[src/rtl/result_drain.sv]
// Drains the Bellman-Ford output memory over a valid/ready stream once the core
// finishes, ending with a trailer beat; a negative cycle yields only the trailer.
module result_drain #(
   parameter int                DATA_W   = 16,
   parameter int                ADDR_W   = 13,
   parameter int                DEPTH    = 8192,
   parameter logic [DATA_W-1:0] INF_VAL  = {DATA_W{1'b1}},
   parameter bit                SKIP_INF = 1'b0
) (
   input  logic              clock,
   input  logic              reset,
   input  logic              finish,
   input  logic              neg_cycle,
   output logic [ADDR_W-1:0] rd_addr,
   input  logic [DATA_W-1:0] rd_data,
   output logic              out_valid,
   input  logic              out_ready,
   output logic [DATA_W-1:0] out_data,
   output logic [ADDR_W-1:0] out_index,
   output logic              out_inf,
   output logic              out_status,
   output logic              out_neg,
   output logic              out_last,
   output logic              busy,
   output logic              done,
   output logic [ADDR_W:0]   reach_count
);
   typedef enum logic [2:0] {IDLE, SCAN, DRAIN, TRAIL, DONE} state_t;

   // The pointer is one bit wider than the address so DEPTH = 2^ADDR_W never wraps.
   localparam logic [ADDR_W:0] LAST_PTR = (ADDR_W+1)'(DEPTH - 1);
   localparam logic [ADDR_W:0] ONE      = {{ADDR_W{1'b0}}, 1'b1};

   state_t            state_reg, state_next;
   logic [ADDR_W:0]   ptr_reg;
   logic              finish_q, neg_q, armed_reg;
   logic              fin_rise, neg_rise, slot_free, is_inf, accept;
   logic [DATA_W-1:0] trailer_count;

   generate
      if (DATA_W <= ADDR_W + 1) begin : g_cnt_trunc
         assign trailer_count = reach_count[DATA_W-1:0];
      end else begin : g_cnt_ext
         assign trailer_count = {{(DATA_W-ADDR_W-1){1'b0}}, reach_count};
      end
   endgenerate

   // armed_reg masks the first cycle after reset so a level still high is not an edge.
   assign fin_rise  = finish & ~finish_q & armed_reg;
   assign neg_rise  = neg_cycle & ~neg_q & armed_reg;
   assign slot_free = !out_valid || out_ready;
   assign accept    = out_valid && out_ready;
   assign is_inf    = (rd_data == INF_VAL);
   assign rd_addr   = (state_reg == SCAN) ? ptr_reg[ADDR_W-1:0] : '0;

   always_comb begin
      state_next = state_reg;
      unique case (state_reg)
         IDLE: begin
            if (neg_rise)      state_next = TRAIL;
            else if (fin_rise) state_next = SCAN;
         end
         SCAN:    if (slot_free && ptr_reg == LAST_PTR) state_next = DRAIN;
         DRAIN:   if (slot_free) state_next = TRAIL;
         TRAIL:   if (accept) state_next = DONE;
         DONE:    state_next = IDLE;
         default: state_next = IDLE;
      endcase
   end

   always_ff @(posedge clock or negedge reset) begin
      if (!reset) begin
         state_reg   <= IDLE;
         ptr_reg     <= '0;
         finish_q    <= 1'b0;
         neg_q       <= 1'b0;
         armed_reg   <= 1'b0;
         out_valid   <= 1'b0;
         out_data    <= '0;
         out_index   <= '0;
         out_inf     <= 1'b0;
         out_status  <= 1'b0;
         out_neg     <= 1'b0;
         out_last    <= 1'b0;
         busy        <= 1'b0;
         done        <= 1'b0;
         reach_count <= '0;
      end else begin
         state_reg <= state_next;
         finish_q  <= finish;
         neg_q     <= neg_cycle;
         armed_reg <= 1'b1;
         done      <= (state_reg == DONE);
         // busy stays up through the done pulse and drops the cycle after it.
         busy      <= (state_next != IDLE) || (state_reg == DONE);
         case (state_reg)
            IDLE: begin
               if (neg_rise) begin
                  out_valid   <= 1'b1;
                  out_data    <= '0;
                  out_index   <= '0;
                  out_inf     <= 1'b0;
                  out_status  <= 1'b1;
                  out_neg     <= 1'b1;
                  out_last    <= 1'b1;
                  reach_count <= '0;
               end else if (fin_rise) begin
                  ptr_reg     <= '0;
                  reach_count <= '0;
               end
            end
            SCAN: begin
               if (slot_free) begin
                  if (SKIP_INF && is_inf) begin
                     out_valid <= 1'b0;
                  end else begin
                     out_valid <= 1'b1;
                     out_data  <= rd_data;
                     out_index <= ptr_reg[ADDR_W-1:0];
                     out_inf   <= is_inf;
                  end
                  ptr_reg <= ptr_reg + ONE;
                  if (!is_inf) reach_count <= reach_count + ONE;
               end
            end
            DRAIN: begin
               if (slot_free) begin
                  out_valid  <= 1'b1;
                  out_data   <= trailer_count;
                  out_index  <= '0;
                  out_inf    <= 1'b0;
                  out_status <= 1'b1;
                  out_neg    <= 1'b0;
                  out_last   <= 1'b1;
               end
            end
            TRAIL: begin
               if (accept) begin
                  out_valid  <= 1'b0;
                  out_data   <= '0;
                  out_status <= 1'b0;
                  out_neg    <= 1'b0;
                  out_last   <= 1'b0;
               end
            end
            default: ;
         endcase
      end
   end
endmodule
[config.mk]
export PLATFORM = sky130hd
export DESIGN_NAME = result_drain
export DESIGN_NICKNAME = d
export VERILOG_FILES = /design/src/rtl/result_drain.sv
export SDC_FILE = /design/constraint.sdc
export NUM_CORES = 1
export LEC_CHECK = 0
export CORE_MARGIN = 2
export CORE_UTILIZATION = 42
export CTS_CLUSTER_SIZE = 10
export DETAILED_ROUTE_END_ITERATION = 12
export MAX_ROUTING_LAYER = met4
export PLACE_DENSITY = 0.72
export SYNTH_ARGS = -nofsm -noshare
export SYNTH_HDL_FRONTEND = slang
export SYNTH_SLANG_ARGS = --single-unit
[constraint.sdc]
create_clock -name clock -period 2.27 [get_ports clock]
set_clock_uncertainty 0.1 [all_clocks]
set_input_delay 0.3405 -clock clock [delete_from_list [all_inputs] [get_ports clock]]
set_output_delay 0.3405 -clock clock [all_outputs]
set_load 0.01 [all_outputs]
# ---- After elaboration in Yosys (flattened, before gate mapping)
# Cells that the tools add are included.
dict set report classes {
  n_addsub 2
  eq_ne 15
  muxes 34
  bitwise 6
  n_reduce_logical 19
}
# op count
set ops {}
lappend ops {{$mux W14} 6}
lappend ops {{$mux W16} 4}
lappend ops {{$pmux W16 S4} 1}
lappend ops {{$pmux W14 S2} 2}
lappend ops {{$mux W13} 4}
lappend ops {{$pmux W13 S3} 1}
lappend ops {{$add A14 B1 Y14 const B} 2}
lappend ops {{$reduce_and A4 Y1} 5}
lappend ops {{$eq A16 B16 Y1 const B} 1}
lappend ops {{$mux W3} 5}
lappend ops {{$eq A14 B13 Y1 const B} 1}
lappend ops {{$ne A2 B2 Y1 const B} 7}
lappend ops {{$pmux W1 S3} 4}
lappend ops {{$pmux W3 S4} 1}
lappend ops {{$reduce_bool A3 Y1} 4}
lappend ops {{$eq A3 B2 Y1 const B} 2}
lappend ops {{$mux W1} 6}
lappend ops {{$reduce_and A5 Y1} 1}
lappend ops {{$and A1 B1 Y1} 4}
lappend ops {{$reduce_bool A4 Y1} 1}
lappend ops {{$eq A3 B1 Y1 const B} 1}
lappend ops {{$eq A3 B3 Y1 const B} 1}
lappend ops {{$logic_not A3 Y1} 1}
lappend ops {{$ne A3 B3 Y1 const B} 1}
lappend ops {{other kinds (7)} 10}
dict set report word_totals {
  register_bits 69
  in_bits 21
  out_inout_bits 63
  wordCells 90
}

# ---- Logic depth before layout (Yosys ltp)
# Gate-level depths: netlist (run 1).
dict set report depth {
  word_depth 8
  mapped_depth 6
  mapped_depth_nobuf 5
}

# ---- Least setup slack after synthesis (run 1)
# No wires, ideal clock.
dict set report synth_path {
  path_type {reg2reg}
  startpoint {reg state_reg[1]}
  endpoint {reg reach_count[7]}
  setup_ps 78
  arrival_time_ps 2075
  t_required_ps 2092
  setup_slack_ps 17
  stages_incl_launch_ff 7
  path_buffers 2
  synth_period_minus_slack_ps 2253
  cell_sequence {dfrtp_1 > or3b_1 > buf_2 > or4_1 > buf_2 > or4_1 > a21oi_1}
}
dict set report synth_via {
  elab_chain_cells 3
  elab_cells_between_ends 8
  cone_classes {eq/ne (4); mux (1); reduce/logical (3)}
}
# element line
set synth_rtl {}
lappend synth_rtl {{start: declaration} 34} ;# state_t state_reg, state_next;
lappend synth_rtl {{start signal: assignment} 89} ;# state_reg <= state_next;
lappend synth_rtl {{$eq A3 B1 Y1 or $logic_not A3 Y1 (tied branches)} 96} ;# case (state_reg)
lappend synth_rtl {{$ne A2 B2 Y1 (no source line) (tied with other cells)} -}
lappend synth_rtl {{$reduce_and A4 Y1 (no source line)} -}
lappend synth_rtl {{end signal: assignment} 123} ;# if (!is_inf) reach_count <= reach_count + ONE;
lappend synth_rtl {{end: declaration} 26} ;# output logic [ADDR_W:0] reach_count
# Parallel ways exist; a longest one is shown, timed or not.
# A chain may end at the register's enable or synchronous reset.

# ---- Worst setup path in the final report (run 1)
dict set report layout_path {
  startpoint {reg state_reg[2]}
  endpoint {out rd_addr[3]}
}
dict set report layout_via {
  elab_chain_cells 2
}
# element line
set layout_rtl {}
lappend layout_rtl {{$eq A3 B1 Y1} 54} ;# assign rd_addr = (state_reg == SCAN) ? ptr_reg[ADDR_W-1:0] : '0;
lappend layout_rtl {{$mux W13} 54}
lappend layout_rtl {{end: declaration} 14} ;# output logic [ADDR_W-1:0] rd_addr,
# No other way between the ends.

==> results of run 1 <==
cells in the final DEF (no fill, tap or decap), types with 2 or more instances in the layout:
cell              n
clkdlybuf4s50_1  69
or3_1             6
buf_4            27
mux2_2           15
a22o_1           15
clkdlybuf4s15_1   2
dlygate4sd2_1    11
o21ai_0          30
and4_1            3
and3b_1           2
nor3b_1           3
o22ai_1           2
clkinv_4          2
mux2i_1           7
inv_1             6
nor3_1            5
o31ai_1          12
and3_1            4
nor2_1            8
or4_1            11
nand3_1          11
nand2b_1          4
a21oi_1          18
nand2_1          48
dfrtp_1          69
clkbuf_8         10
ha_1              2
nand4_1          10
and2_1           12
buf_12            3
nor2b_1           6
repair_timing:
item	CTS	global route
setup endpoints to repair	17	9
gates resized for setup	15	3
hold buffers	1	0
endpoints found under the hold margin	69	0
cloned	1	0
buffers inserted	2	0
pin swaps	1	1
per-stage QoR:
step	TNS, ps	util [%]	worst slack (ps)	cells
after CTS	0	61.54	22.81	561
final	0	61.62	82.58	561
after floorplan	0	-	16.83	349
after detailed placement	-994.1	58.32	-165.1	541
after global routing	0	61.62	0.8844	561
after global placement	-664.5	58.32	-123.6	541
power breakdown:
group	leakage (nW)	switching, W	internal [W]	total (W)
registers	0.926	0.000207	0.00146	0.00167
logic	1.06	0.00103	0.00117	0.00220
clock network	0.0995	0.000483	0.000539	0.00102
total	2.09	0.00172	0.00317	0.00489
synth_stat cells, types with 6 or more instances:
| cell | instances |
|---|---|
| a21oi_1 | 18 |
| a22o_1 | 15 |
| and2_1 | 12 |
| clkbuf_1 | 16 |
| dfrtp_1 | 69 |
| inv_1 | 6 |
| mux2_2 | 15 |
| mux2i_1 | 7 |
| nand2_1 | 48 |
| nand3_1 | 11 |
| nand4_1 | 10 |
| nor2_1 | 8 |
| nor2b_1 | 6 |
| o21ai_0 | 30 |
| o31ai_1 | 12 |
| or3_1 | 6 |
| or4_1 | 12 |
cells by family (layout without fill, tap and decap cells):
group                    count (synthesis)  in the layout  synth area share (%)
XOR/XNOR                                 2              2                0.5112
flip-flops                              69             69                 50.38
multiplexers                            22             22                 6.973
buffers and inverters                   27            137                 3.176
AO/OA/AOI/OAI                           86             86                 16.06
other                                    1              1                0.1094
AND/OR/NAND/NOR                        140            140                 22.05
adder cells (fa/ha/maj)                  2              2                0.7301
layer usage:
metal | vias to the layer above | wire length [um] | global-route usage (%) | share of wire [%]
li1 | 1489 | - | - | -
met1 | 1529 | 4092 | 31.01 | 45
met2 | 85 | 4328 | 33.87 | 48
met3 | 16 | 463 | 4.150 | 5.1
met4 | 0 | 189 | 8.816 | 2.1
met5 | - | 0 | - | 0
worst max-delay path, delay by kind of cell (launching register included):
kind,cells,cell delay [ps]
buffers and inverters,3,630
and+or+nand+nor,2,360
DFF,1,400
final cells by class:
class                           instances  area [um2]
Clock buffer                           11       141.4
Fill cell                             659        2997
Multi-Input combinational cell        253        1615
Inverter                                6       22.52
Sequential cell                        69        1727
Timing Repair Buffer                  115        1117
Clock inverter                          5       60.06
Tap cell                              102       127.6
path summary, 6_finish.rpt:
path / startpoint / end / slack (ps)
min in group asynchronous: reset / reach_count[9] / 430
hold / removal: out_neg / out_neg / 400
setup reg to reg: state_reg[2] / reach_count[8] / 90
setup / recovery: state_reg[2] / rd_addr[3] / 80
max in group asynchronous: reset / out_data[2] / 1340
hold reg to reg: out_neg / out_neg / 400
==> results.yml, run 1 <==
outcome:
  status: "completed"
logic_synthesis:
  postSynthAreaPerCell_um2: 9.820
  yosysSeqAreaShare_pct: 50.38
  ys_warn_count: 0
  synth_edf_count: 0
  synth-seq-cells: 69
  synth_top_area_cell: "dfrtp_1"
  synth_area_mm2: 0.003427
  synth_cell_type_count: 45
  synthCells: 349
  yosys-top-cells-area: "dfrtp_1 (50%), nand2_1 (5.3%), mux2_2 (4.9%), o21ai_0 (4.4%), a22o_1 (3.8%)"
  yosysTopAreaCellShare_pct: 50.38
  syn-num-nets: 372
  synthArstFlopShare_pct: 100.0
  synth_top_flop_cell: "dfrtp_1"
clocking:
  clk_path_buf_depth: 2
  tritoncts: "yes"
  clkSinkCount: 69
  root_buffer: "clkbuf_8"
  cts_max_level: 3
  numCtsBuffers: 9
  clk_pin_slew_ps: 80
  insertion_delay_ps: 350
drt:
  firstDrtPassIters: 4
  via_per_inst: 5.560
  routedWlPerCell_um: 16.17
  ant_nets: 0
  drtIter0Drc: 169
  routed_wl_um: 9073
  drc_errors: 0
  vias: 3119
placement:
  routabilityCongestion: 0.8701
  numPortBuffers: 83
  post-dp-hpwl_um: 6496
  dpl_cell_area_mm2: 0.004553
setup_path:
  cp_data_required_time_ps: 1830
  crit_chain: "buf_4, nor3b_4, buf_12, and2_1, dlygate4sd2_1"
  crit_path_max_incr_delay_ps: 400
  cp_slowest_cell: "dfrtp_1"
  path_class: "reg -> out"
  worstSetupEndpointType: "primary output"
  arrival_ps: 1750
  reg2reg_depth: 4
  startpoint_type: "register"
  cp_max_fo: 14
sta:
  fin_crit_sh_pct: 96.36
  hold_viol: 0
  drv_slew: 0
  tightest_slew_ps: 899.8
  setup-violations-final: 0
  max-slew-margin-rel_pct: 39.89
  period_needed_ps: 2187
  holdWs_ps: 400.6
  clock.fmax_mhz: 457.2
  rsz0062_at_grt: "false"
global_route:
  grt_pass1_wl_um: 15170
  grt_max_degree: 70
  grtUsageTotal_pct: 22.72
  antenna_found_initial: 0
  globalRoute.totalOverflow: 0
  grt_pass1_vias: 3069
floorplanning:
  pin_count: 84
  die_w_um: 94.33
  coreArea_mm2: 0.007807
  die_h_um: 94.33
  num_rows: 32
  start_util_pct: 43.89
  dieArea_mm2: 0.008898
job:
  maxCapViolCount: 0
final_layout:
  postLayoutCellArea_mm2: 0.004811
  nNetsFinal: 477
  antenna_cells: 0
  syn2layout_area_growth_pct: 40.38
  largest_reg_flops: 16
  drive_above_1_share_pct: 14.60
power:
  p_leak_nw: 2.087
  vdd_ir_drop_max_mv: 0.4799
  power_w: 0.004888
  power_density_mw_per_mm2: 1016
hold_path:
  min_path_type: "reg -> reg"
  hold_depth: 1
Power figures use the tool's default switching activity.
==> inputs of run 2 (changes only) <==
--- a/config.mk
+++ b/config.mk
@@ -9,8 +9,8 @@
 export CORE_UTILIZATION = 42
 export CTS_CLUSTER_SIZE = 10
 export DETAILED_ROUTE_END_ITERATION = 12
+export DONT_BUFFER_PORTS = 1
 export MAX_ROUTING_LAYER = met4
-export PLACE_DENSITY = 0.72
 export SYNTH_ARGS = -nofsm -noshare
 export SYNTH_HDL_FRONTEND = slang
 export SYNTH_SLANG_ARGS = --single-unit
==> results.yml, run 2 (synthesis gave the netlist of run 1 again) <==
placement:
  numPortBuffers: 0
  routabilityCongestion: 0.8028
  post-dp-hpwl_um: 6072
sta:
  fin_crit_sh_pct: 93.62
  fin_setup_tns_ps: 0
  hold_viol: 0
  rsz0062_at_grt: "false"
  drv_slew: 0
  period_needed_ps: 2125
  tightest_slew_ps: 995.9
  setup-violations-final: 0
  clock.fmax_mhz: 470.6
  max-slew-margin-rel_pct: 33.47
floorplanning:
  pin_count: 84
  dieArea_mm2: 0.008898
  num_rows: 32
  die_h_um: 94.33
  coreArea_mm2: 0.007807
  start_util_pct: 43.89
  die_w_um: 94.33
power:
  vdd_ir_drop_max_mv: 0.4160
  power_density_mw_per_mm2: 1066
  p_leak_nw: 1.688
setup_path:
  startpoint_type: "register"
  arrival_ps: 2280
  worstSetupEndpointType: "register"
  crit_chain: "or3b_1, or4b_4, or4_1, a21oi_1"
  path_class: "reg -> reg"
  cp_max_fo: 8
  crit_path_max_incr_delay_ps: 580
  cp_slowest_cell: "or4b_4"
  cp_data_required_time_ps: 2430
global_route:
  use_met1_pct: 29.78
  grt_use_met3_pct: 4.709
  grt_pass1_wl_um: 14350
  busiest_layer: "met2"
  globalRoute.totalOverflow: 0
  grt_max_degree: 70
  antenna_found_initial: 0
  grtUsageTotal_pct: 21.40
  grt_pass1_vias: 2685
  grtUsageMet2_pct: 30.83
final_layout:
  syn2layout_area_growth_pct: 13.29
  register_area_mm2: 0.001727
  utilization_pct: 49.73
  multiInputGateArea_mm2: 0.001610
  final_common_cell: "dfrtp_1"
  largest_reg_flops: 16
  antenna_cells: 0
  drive_above_1_share_pct: 15.45
  fillers: 726
  final_cell_mix: "dfrtp_1 (69), nand2_1 (48), o21ai_0 (30)"
  nNetsFinal: 389
drt:
  drtIter0Drc: 128
  via_per_inst: 5.817
  firstDrtPassIters: 4
  routedWlPerCell_um: 18.61
  routed_wl_um: 8765
  vias: 2740
  drc_errors: 0
  ant_nets: 0
clocking:
  clk_path_buf_depth: 2
  tritoncts: "yes"
  clk_pin_slew_ps: 70
  cts_max_level: 3
  root_buffer: "clkbuf_8"
  post_cts_buffers: 0
  numCtsBuffers: 9
  clkSinkCount: 69
  insertion_delay_ps: 340
job:
  maxCapViolCount: 0
outcome:
  status: "completed"
hold_path:
  min_path_type: "in -> reg"
## run 2: area by class of cell
class	instances	area share (%)
flip-flops and latches	69	44.47
multi-input cells	253	41.48
repair buffers	27	5.930
clock buffers	12	3.996
well taps	102	3.287
inverters	6	0.5801
clock inverters	2	0.2578
## run 2: final timing paths
| check | from | endpoint | slack [ps] | cells after the start |
|---|---|---|---|---|
| worst max-delay path | state_reg[1] | reach_count[8] | 140 | 4 |
| worst min-delay path | rd_data[15] | out_data[15] | 40 | 2 |
| worst max register to register | state_reg[1] | reach_count[8] | 140 | 4 |
| worst min register to register | ptr_reg[6] | ptr_reg[6] | 420 | 1 |
| max in group asynchronous | reset | out_index[1] | 1340 | 2 |
| min in group asynchronous | reset | out_data[9] | 430 | 2 |
## run 2: per-layer routing
layer / vias to the layer above / wire [um]
met1: 1353 / 4135
met3: 11 / 534
met4: 0 / 133
met5: - / 0
li1: 1301 / -
met2: 75 / 3961
## run 2: worst max-delay path: cells and delay by family, from the launching register on
kind | cells | cell delay, ps
simple gates | 3 | 1410
compound gates | 1 | 160
flops | 1 | 370
## run 2: power breakdown
| part | leakage, nW | internal [W] | switching [W] | total (W) |
|---|---|---|---|---|
| clock network | 0.0881 | 0.000441 | 0.000428 | 0.000868 |
| logic | 0.673 | 0.000668 | 0.000875 | 0.00154 |
| registers | 0.926 | 0.00147 | 0.000263 | 0.00173 |
| total | 1.69 | 0.00257 | 0.00157 | 0.00414 |
## run 2: stage by stage
stage / setup slack (ps) / power (W) / cells / hold slack [ps] / cell area (um2)
after CTS: 7.064 / 0.004183 / 471 / 34.26 / 3875
after global routing: 34.19 / 0.004434 / 471 / 37.42 / 3882
after global placement: 56.65 / 0.003227 / 453 / -53.64 / 3652
after floorplan: 16.83 / 0.002763 / 349 / -55.09 / 3427
final: 144.9 / 0.004139 / 471 / 43.37 / 3882
after detailed placement: 20.03 / 0.003269 / 453 / -53.53 / 3652
## run 2: repair_timing
| item | in CTS | in global routing |
|---|---|---|
| resized for setup | 0 | 2 |
| setup endpoints to repair | 0 | 5 |
| hold endpoints to repair | 71 | 0 |
| hold buffers | 4 | 0 |
